<file path="config.mk">
export PLATFORM = sky130hd
export DESIGN_NAME = pipeline_hazard_ctrl
export DESIGN_NICKNAME = d
export VERILOG_FILES = /design/src/rtl/pipeline_hazard_ctrl.sv
export SDC_FILE = /design/constraint.sdc
export NUM_CORES = 1
export LEC_CHECK = 0
export ABC_AREA = 1
export CORE_MARGIN = 4
export CORE_UTILIZATION = 27
export CTS_BUF_LIST = sky130_fd_sc_hd__clkbuf_4 sky130_fd_sc_hd__clkbuf_8 sky130_fd_sc_hd__clkbuf_16
export DETAILED_ROUTE_END_ITERATION = 8
export HOLD_SLACK_MARGIN = 0.12
export SYNTH_ARGS = -nofsm -noshare
export SYNTH_HDL_FRONTEND = slang
export SYNTH_SLANG_ARGS = --single-unit
</file>
<file path="constraint.sdc">
create_clock -name clk -period 4.8 [get_ports clk]
set_input_delay 1.44 -clock clk [delete_from_list [all_inputs] [get_ports clk]]
set_output_delay 1.44 -clock clk [all_outputs]
set_load 0.1 [all_outputs]
</file>
<file path="src/rtl/pipeline_hazard_ctrl.sv">
// Stall/flush sequencer for the 5-stage RV32I pipeline: load-use bubbles, branch flushes, dmem waits.
// Optional perf counters (lu_cnt, mem_cnt, flush_cnt) are enabled by defining HAZARD_PERF_CNT_EN.
module pipeline_hazard_ctrl #(
    parameter int LU_BUBBLES  = 1,
    parameter int MEM_TIMEOUT = 255,
    parameter int CNT_W       = 32
) (
    input  logic       clk,
    input  logic       rst,
    input  logic       stall,
    input  logic       branch_taken_EX,
    input  logic       dmem_req_MEM,
    input  logic       dmem_ready,
    input  logic       imem_ready,
    output logic       en_PC,
    output logic       en_IF_ID,
    output logic       en_ID_EX,
    output logic       en_EX_MEM,
    output logic       en_MEM_WB,
    output logic       flush_IF_ID,
    output logic       flush_ID_EX,
    output logic       bubble_EX,
    output logic       pc_redirect,
    output logic [1:0] state,
    output logic       mem_timeout
`ifdef HAZARD_PERF_CNT_EN
    ,
    output logic [CNT_W-1:0] lu_cnt,
    output logic [CNT_W-1:0] mem_cnt,
    output logic [CNT_W-1:0] flush_cnt
`endif
);

    localparam int BW = (LU_BUBBLES > 1) ? $clog2(LU_BUBBLES) : 1;
    localparam int WW = $clog2(MEM_TIMEOUT + 1);
    localparam logic [WW-1:0] WAIT_MAX = WW'(MEM_TIMEOUT);

    if (LU_BUBBLES < 1 || MEM_TIMEOUT < 1 || CNT_W < 1) begin : g_bad_param
        $error("pipeline_hazard_ctrl: parameters must all be >= 1");
    end

    typedef enum logic [1:0] {RUN = 2'd0, LU_STALL = 2'd1, MEM_WAIT = 2'd2} state_e;

    state_e          state_q, state_d, mode;
    logic            ret_lu_q, ret_lu_d;
    logic [BW-1:0]   bcnt_q, bcnt_d;
    logic [WW-1:0]   wait_cnt_q, wait_cnt_d;
    logic            mem_timeout_q, mem_timeout_d;
    logic            mem_busy;

    assign mem_busy    = dmem_req_MEM & ~dmem_ready;
    assign state       = state_q;
    assign mem_timeout = mem_timeout_q;

    always_comb begin
        {en_PC, en_IF_ID, en_ID_EX, en_EX_MEM, en_MEM_WB} = 5'b00000;
        {flush_IF_ID, flush_ID_EX} = 2'b00;
        bubble_EX   = 1'b0;
        pc_redirect = 1'b0;
        state_d     = state_q;
        ret_lu_d    = ret_lu_q;
        bcnt_d      = bcnt_q;
        // A completed wait replays the state it interrupted, in the same cycle.
        mode = state_q;
        if (state_q == MEM_WAIT && dmem_ready)
            mode = ret_lu_q ? LU_STALL : RUN;
        case (mode)
            RUN: begin
                if (mem_busy) begin
                    state_d  = MEM_WAIT;
                    ret_lu_d = 1'b0;
                end else if (stall) begin
                    {en_EX_MEM, en_MEM_WB} = 2'b11;
                    bubble_EX = 1'b1;
                    if (LU_BUBBLES > 1) begin
                        state_d = LU_STALL;
                        bcnt_d  = BW'(LU_BUBBLES - 1);
                    end else begin
                        state_d = RUN;
                    end
                end else if (branch_taken_EX) begin
                    {en_PC, en_IF_ID, en_ID_EX, en_EX_MEM, en_MEM_WB} = 5'b11111;
                    {flush_IF_ID, flush_ID_EX} = 2'b11;
                    pc_redirect = 1'b1;
                    state_d     = RUN;
                end else if (!imem_ready) begin
                    {en_IF_ID, en_ID_EX, en_EX_MEM, en_MEM_WB} = 4'b1111;
                    flush_IF_ID = 1'b1;
                    state_d     = RUN;
                end else begin
                    {en_PC, en_IF_ID, en_ID_EX, en_EX_MEM, en_MEM_WB} = 5'b11111;
                    state_d = RUN;
                end
            end
            LU_STALL: begin
                if (mem_busy) begin
                    state_d  = MEM_WAIT;
                    ret_lu_d = 1'b1;
                end else begin
                    {en_EX_MEM, en_MEM_WB} = 2'b11;
                    bubble_EX = 1'b1;
                    bcnt_d    = bcnt_q - 1'b1;
                    state_d   = (bcnt_q == BW'(1)) ? RUN : LU_STALL;
                end
            end
            default: ;
        endcase
        if (rst) begin
            {en_PC, en_IF_ID, en_ID_EX, en_EX_MEM, en_MEM_WB} = 5'b00000;
            {flush_IF_ID, flush_ID_EX} = 2'b11;
            bubble_EX   = 1'b0;
            pc_redirect = 1'b0;
            state_d     = RUN;
            ret_lu_d    = 1'b0;
            bcnt_d      = '0;
        end
    end

    always_comb begin
        wait_cnt_d = '0;
        if (!rst && mem_busy)
            wait_cnt_d = (wait_cnt_q == WAIT_MAX) ? wait_cnt_q : wait_cnt_q + 1'b1;
        mem_timeout_d = !rst && (mem_timeout_q || wait_cnt_d == WAIT_MAX);
    end

    always_ff @(posedge clk) begin
        state_q       <= state_d;
        ret_lu_q      <= ret_lu_d;
        bcnt_q        <= bcnt_d;
        wait_cnt_q    <= wait_cnt_d;
        mem_timeout_q <= mem_timeout_d;
    end

`ifdef HAZARD_PERF_CNT_EN
    logic [CNT_W-1:0] lu_cnt_q, lu_cnt_d, mem_cnt_q, mem_cnt_d, flush_cnt_q, flush_cnt_d;

    always_comb begin
        lu_cnt_d    = lu_cnt_q;
        mem_cnt_d   = mem_cnt_q;
        flush_cnt_d = flush_cnt_q;
        if (bubble_EX && lu_cnt_q != '1)      lu_cnt_d    = lu_cnt_q + 1'b1;
        if (mem_busy && mem_cnt_q != '1)      mem_cnt_d   = mem_cnt_q + 1'b1;
        if (pc_redirect && flush_cnt_q != '1) flush_cnt_d = flush_cnt_q + 1'b1;
        if (rst) begin
            lu_cnt_d    = '0;
            mem_cnt_d   = '0;
            flush_cnt_d = '0;
        end
    end

    always_ff @(posedge clk) begin
        lu_cnt_q    <= lu_cnt_d;
        mem_cnt_q   <= mem_cnt_d;
        flush_cnt_q <= flush_cnt_d;
    end

    assign lu_cnt    = lu_cnt_q;
    assign mem_cnt   = mem_cnt_q;
    assign flush_cnt = flush_cnt_q;
`endif

endmodule

</file>
Word-level counts from Yosys, hierarchy flattened:

Index checks and enable logic that the tools add are counted.

* register bits: 13
* output and inout bits: 12

* add/subtract/negate cells: 2
* equal/unequal tests: 6
* muxes and demuxes: 40
* bitwise logic cells: 3
* reduce and logical (&&, ||, !) cells: 10

Operator list (count)
* 2-to-1 mux 1 bit: 32
* equality test 8 bit (second input constant): 2
* 2-to-1 mux 8 bit: 2
* adder 8 x 1 -> 8 bit (second input constant): 1
* 2-to-1 mux 2 bit: 3
* inequality test 2 bit (second input constant): 2
* case mux 1 bit (2 select lines): 2
* case mux 2 bit (2 select lines): 1
* logical AND 1 bit: 3
* AND reduction 3 bit: 1
* equality test 2 x 1 -> 1 bit (second input constant): 1
* equality test 2 bit (second input constant): 1
* logical NOT 2 bit: 1
* NOT 1 bit: 2
* AND reduction 2 bit: 1
* nonzero test 2 bit: 1
* OR reduction 2 bit: 1
* AND 1 bit: 1
* logical NOT 1 bit: 1
* logical OR 1 bit: 1
* subtractor 1 bit (second input constant): 1

Longest topological paths before layout:

Gate-level depths: netlist of the first run.

* word-level depth: 7
* gate-level depth with buffers: 11
* mapped depth without buffers: 11

Least setup slack after synthesis of the first run:

Ideal clock, no wire load.

* path kind: input port to output port
* from: input dmem_ready
* to: output en_PC
* data arrival time: 4.080 ns
* data required time: 3.360 ns
* path slack: -0.720 ns
* stages on the path: 7
* path buffers: 0
* path through: inv_1 > o21ai_0 > inv_1 > nor2_1 > nand2_1 > nor2_1 > o21a_1

* word-level cells in the longest chain between the ends: 5

Ends and longest elaborated chain
* from (decl): line 13 `input logic dmem_ready,`
* logical AND 1 bit / NOT 1 bit (equally long branches): line 65, 51
* 2-to-1 mux 2 bit / AND 1 bit (equally long branches): line 65, 51
* logical NOT 2 bit / 2-to-1 mux 1 bit (equally long branches): line 67, 69
* 2-to-1 mux 1 bit (*): line 67 `case (mode)`
* 2-to-1 mux 1 bit (*): line 108 `if (rst) begin`
* to (decl): line 15 `output logic en_PC,`

Every way passes the cells marked *; elsewhere a longest branch is shown, timed or not.

Worst setup path after layout of the first run:

* from: input dmem_ready
* to: output flush_IF_ID

* word-level cells in the longest chain between the ends: 5

Ends and longest elaborated chain
* logical AND 1 bit / NOT 1 bit (equally long branches): line 65, 51
* 2-to-1 mux 2 bit / AND 1 bit (equally long branches): line 65, 51
* logical NOT 2 bit / 2-to-1 mux 1 bit (equally long branches): line 67, 69
* 2-to-1 mux 1 bit (*): line 67
* 2-to-1 mux 1 bit (*): line 108
* to (decl): line 20 `output logic flush_IF_ID,`

Marks and branches as above.

==> summary.txt, run 1 <==
Status
  – Status: completed

Synth
  – Post-synthesis adder-cell area fraction: 1.57%
  – Mapped Area: 796 sq um
  – Mapped Nets: 124
  – Top post-synthesis cells by area: dfxtp_1 (33%), nand2_1 (13%), inv_1 (7.5%)
  – XOR/XNOR Fraction of Synth Area: 1.10%
  – Synth top area share: 32.7%
  – Yosys warning count: 0
  – Post-Syn Instances: 116
  – Area leader, netlist: dfxtp_1
  – Sequential share of the synthesized area: 32.7%
  – Main combinational cell family by area after synthesis: simple AND/OR/NAND/NOR gates
  – Avg Synthesized Cell Area: 6.86 sq um
  – #FFs+latches synth: 13
  – Simple-Gate Fraction of Synth Area: 39.6%
  – Yosys cell types: 27
  – Post-synthesis mux area share: 0%
  – Synth Area in Compound Gates: 13.2%

STA
  – Clock skew: 0.00208 ns
  – Final setup viols: 0
  – Achievable Freq: 227 MHz
  – RSZ-0062 raised after global routing: false
  – Post-route setup TNS: 0 ns
  – Period utilisation layout: 91.6%
  – Worst-Margin Slew: 0.971 ns
  – Final worst setup slack: 0.403 ns
  – Slew Limit Fails: 0
  – Period minus WS final: 4.40 ns
  – Hold Vio Cnt, Final: 0
  – Worst slew margin: 35.1%

Placement
  – Number of cells after detailed placement: 163
  – HPWL Detailed: 1.48 mm
  – Worst slack, placed: 0.398 ns
  – Count of input and output buffers: 18
  – Placed cell area: 1100 sq um
  – Placer Congestion: 0.862

Clock network
  – Clock Tree Buf Depth: 2
  – Worst-skew pair later-pin latency: 0.27 ns
  – Register clock-pin slew on the reported worst setup and hold paths: 0.08 ns
  – Hold buffer count at cts: 0
  – Setup Fix Bufs, Post-CTS: 0
  – Cts repair resizes: 0
  – TritonCTS clock tree: done
  – Clk sinks: 13
  – Root buf cell: clkbuf_4
  – H-tree depth: 1
  – Total CTS buffers: 3

Setup path
  – CP startpoint kind: input pin
  – Setup CP Type: input pin to primary output
  – Reg2Reg Launch Point: wait_cnt_q[0]
  – Worst EP required: 3.36 ns
  – CP arrival: 2.96 ns
  – Critical Path Sink Type: primary output
  – CP startpoint: dmem_ready
  – CP max FO: 3

Power and ir drop
  – Power Density: 236 nW/um^2
  – Maximum VDD drop: 0.111 mV
  – Leakage: 0.520 nW

Cells and area
  – Fillers: 286
  – Layout cells sized above 1: 20.6%
  – Commonest non-fill, non-tap cell in the layout: nand2_1
  – Most frequent cells in the layout: nand2_1 (27), inv_1 (16), dfxtp_1 (13)
  – Design Area, Final: 1130 sq um
  – Inserted Diodes: 0
  – Storage cell area: 260 sq um
  – Multi-input gate area: 452 sq um
  – Syn-to-layout area delta: 41.5%
  – Post-route insts no fill: 167
  – Nets@finish: 145

Worst hold path
  – HP Class: register to register
  – Min-delay src: mem_timeout

Route
  – Post-route ant nets: 0
  – Final WL: 1.79 mm
  – Initial DRT Pass Iterations: 4
  – Post-route DRC: 0
  – Via/cell ratio: 4.69
  – DR WL/cell: 10.7 um
  – Via count: 783
  – 1st-iter DRT viols: 11

GRT
  – Pin count of the biggest net entering global routing: 11
  – Antenna violations before repair: 0
  – GR Overflow Total: 0
  – First-pass GRT wire length: 3.32 mm
  – Vias in the first global route: 769
  – Gr usage total: 10.0%

Floorplanning
  – Row cnt: 19
  – Initial core utilization: 28.6%
  – Num ports: 19
  – Die width: 62.3 um
  – Die Footprint: 3880 sq um
  – Chip Height: 62.3 um
  – Core area: 2780 sq um

Flow run
  – Max Cap Violations: 0
critical path, cell delays in order:
cell             delay (ns)
clkdlybuf4s50_1        0.48
inv_1                  0.05
o21ai_0                0.14
inv_1                  0.07
nor2_1                 0.17
nand2_1                0.11
o211ai_1               0.27
buf_12                 0.22
registers in the layout, summed over array words and instances, names as in the netlist:
| name | count |
|---|---|
| bcnt_q | 1 |
| mem_timeout | 1 |
| ret_lu_q | 1 |
| state | 2 |
| wait_cnt_q | 8 |
synthesized netlist by cell type:
master,number
a21oi_1,7
a21oi_2,1
a21oi_4,1
and3_1,1
buf_4,2
buf_6,1
clkinv_1,1
dfxtp_1,13
ha_1,1
inv_1,16
inv_2,1
nand2_1,27
nand2_2,2
nand2_4,2
nand3_1,11
nand4_1,3
nor2_1,12
nor2_2,1
nor2_4,1
nor2_8,1
nor3_1,2
o211ai_1,1
o21a_1,1
o21ai_0,3
o21bai_1,2
or2_2,1
xnor2_1,1
metal layers:
layer  up-vias  GRT usage [%]  share of wire (%)
met5         -              0                  0
met4         0           4.77                1.5
met3         2           1.08                1.8
met2        11           16.2                 48
met1       359           13.2                 49
li1        411              -                  -
kinds of logic after synthesis:
kind of cell               after synthesis
and+or+nand+nor                         64
buffers and inverters                   21
AOI/OAI and AO/OA                       16
DFF                                     13
xor gates and xnor gates                 1
adders and majority gates                1
through the flow:
step	util [%]	hold slack [ns]	power, mW
6_report	40.5	0.465	0.266
4_1_cts	40.5	0.473	0.271
3_3_place_gp	39.4	0.450	0.197
5_1_grt	40.5	0.497	0.278
3_5_place_dp	39.4	0.454	0.198
2_1_floorplan	-	0.489	0.167
layout make-up:
class	instances	area share, %
multi-input combinational	82	40.1
timing repair buffer	19	24.7
sequential	13	23.1
inverter	18	6.00
tap	31	3.44
clock buffer	4	2.67
power by group:
group | internal, mW | switching (mW) | leakage [nW]
logic | 0.0279 | 0.0558 | 0.396
registers | 0.109 | 0.00158 | 0.105
clock network | 0.0378 | 0.0338 | 0.0184
total | 0.175 | 0.0912 | 0.520
path summary, 6_finish.rpt:
kind,to,slack [ns],cells after the start
hold / removal,mem_timeout,0.46,2
hold reg to reg,mem_timeout,0.46,2
setup / recovery,flush_IF_ID,0.40,8
setup reg to reg,mem_timeout,3.21,11
(Power assumes the default switching activity.)
==> inputs of run 2 (changes only) <==
--- a/config.mk
+++ b/config.mk
@@ -10,7 +10,9 @@
 export CORE_UTILIZATION = 27
 export CTS_BUF_LIST = sky130_fd_sc_hd__clkbuf_4 sky130_fd_sc_hd__clkbuf_8 sky130_fd_sc_hd__clkbuf_16
 export DETAILED_ROUTE_END_ITERATION = 8
+export GPL_TIMING_DRIVEN = 1
 export HOLD_SLACK_MARGIN = 0.12
+export SETUP_SLACK_MARGIN = 0.05
 export SYNTH_ARGS = -nofsm -noshare
 export SYNTH_HDL_FRONTEND = slang
 export SYNTH_SLANG_ARGS = --single-unit
==> run 2 against run 1 <==
Global-route usage grew 0.45 points. Via count shrank 0.64%. Utilization grew 0.45 points. Critical path type unchanged. Largest power group unchanged. Highest routed layer unchanged.
==> summary.txt, run 2 (same netlist as run 1, synthesis figures left out) <==
Floorplanning
  – Num ports: 19
  – Chip Height: 62.3 um
  – Row cnt: 19
  – Die Footprint: 3880 sq um
  – Initial core utilization: 28.6%
  – Core area: 2780 sq um
  – Die width: 62.3 um

GRT
  – Vias in the first global route: 749
  – Antenna violations before repair: 0
  – First-pass GRT wire length: 3.33 mm
  – Pin count of the biggest net entering global routing: 11
  – GR Overflow Total: 0
  – Gr usage total: 10.5%

Setup path
  – CP max FO: 3
  – Slowest CP cell: clkdlybuf4s50_1
  – Critical Path, Cell by Cell: clkdlybuf4s50_1 -> inv_8 -> o21ai_1 -> inv_1 -> nor2_2 -> nand2_1 -> o211ai_1 -> buf_12
  – Crit-path max cell delay: 0.60 ns
  – Worst EP required: 3.36 ns
  – Critical Path Sink Type: primary output
  – CP startpoint kind: input pin
  – CP arrival: 3.00 ns
  – Setup CP Type: input pin to primary output

Flow run
  – Max Cap Violations: 0

Clock network
  – H-tree depth: 1
  – Clock Tree Buf Depth: 2
  – Hold buffer count at cts: 0
  – Setup Fix Bufs, Post-CTS: 0
  – Total CTS buffers: 3
  – Root buf cell: clkbuf_4
  – Cts repair resizes: 0
  – Clk sinks: 13
  – TritonCTS clock tree: done
  – Register clock-pin slew on the reported worst setup and hold paths: 0.08 ns
  – Worst-skew pair later-pin latency: 0.28 ns

STA
  – Achievable Freq: 225 MHz
  – Final setup viols: 0
  – Period minus WS final: 4.44 ns
  – RSZ-0062 raised after global routing: false
  – Period utilisation layout: 92.6%
  – Hold Vio Cnt, Final: 0
  – Slew Limit Fails: 0
  – Clock skew: 0.00379 ns
  – Worst-Margin Slew: 0.987 ns
  – Post-route setup TNS: 0 ns
  – Worst slew margin: 34.0%

Power and ir drop
  – Final Power: 0.271 mW
  – Power Density: 238 nW/um^2
  – Leakage: 0.521 nW
  – Maximum VDD drop: 0.121 mV

Cells and area
  – Fillers: 278
  – Layout cells sized above 1: 22.8%
  – Nets@finish: 145
  – Commonest non-fill, non-tap cell in the layout: nand2_1
  – Inserted Diodes: 0
  – Syn-to-layout area delta: 43.1%
  – Max reg flops: 8
  – Most frequent cells in the layout: nand2_1 (27), inv_1 (15), dfxtp_1 (13)
  – Register with the most flip-flops: wait_cnt_q
  – Final core utilization: 40.9%

Route
  – Final WL: 1.90 mm
  – 1st-iter DRT viols: 18
  – Via/cell ratio: 4.66
  – Initial DRT Pass Iterations: 4
  – DR WL/cell: 11.4 um
  – Post-route DRC: 0
  – Via count: 778
  – Post-route ant nets: 0

Placement
  – Count of input and output buffers: 18
  – Placer Congestion: 0.805
  – HPWL Detailed: 1.54 mm

Status
  – Status: completed

Worst hold path
  – HP Class: register to register
==> run 2: cell count changes in the layout (fill, tap and decap cells not counted) <==
cell / previous run / this run
o21ai_0: 3 / 2
o21ai_1: 0 / 1
nor2_1: 10 / 8
inv_8: 0 / 1
inv_1: 16 / 15
nor2_2: 3 / 5
==> run 2: path summary, 6_finish.rpt <==
| kind | from | to | slack (ns) | depth (start not counted) |
|---|---|---|---|---|
| worst max-delay path | dmem_ready | flush_IF_ID | 0.36 | 8 |
| worst min-delay path | mem_timeout | mem_timeout | 0.47 | 2 |
| worst max register to register | wait_cnt_q[0] | mem_timeout | 3.19 | 11 |
| worst min register to register | mem_timeout | mem_timeout | 0.47 | 2 |
==> run 2: power by group <==
group / internal (mW) / switching, mW / total (mW) / leakage (nW)
Combinational: 0.0284 / 0.0569 / 0.0854 / 0.398
Clock: 0.0379 / 0.0369 / 0.0747 / 0.0184
Sequential: 0.109 / 0.00154 / 0.111 / 0.105
Total: 0.176 / 0.0953 / 0.271 / 0.521
==> run 2: per-stage QoR <==
step | worst slack (ns) | cell area (sq um) | hold WS (ns) | cells
2_1_floorplan | -0.165 | 818 | 0.489 | 116
3_3_place_gp | 0.391 | 1110 | 0.456 | 163
3_5_place_dp | 0.364 | 1110 | 0.452 | 163
4_1_cts | 0.353 | 1140 | 0.475 | 167
5_1_grt | 0.229 | 1140 | 0.490 | 167
6_report | 0.357 | 1140 | 0.470 | 167
==> run 2: area by class of cell <==
| cell class | instances | area [sq um] | area share [%] |
|---|---|---|---|
| clock buffer | 4 | 30.0 | 2.64 |
| inverter | 18 | 75.1 | 6.59 |
| multi-input combinational | 82 | 457 | 40.1 |
| sequential | 13 | 260 | 22.9 |
| tap | 31 | 38.8 | 3.41 |
| timing repair buffer | 19 | 278 | 24.4 |
==> run 2: critical path: cells and delay by family <==
kind,cells,cell delay [ns]
compound gates,2,0.41
buf+inv,4,0.92
simple gates,2,0.23
==> run 2: per-layer routing <==
metal / track usage [%] / up-vias / part of all wire, %
li1: - / 407 / -
met1: 11.7 / 351 / 43
met2: 18.5 / 16 / 52
met3: 1.98 / 4 / 2.6
met4: 5.57 / 0 / 2.1
met5: 0 / - / 0
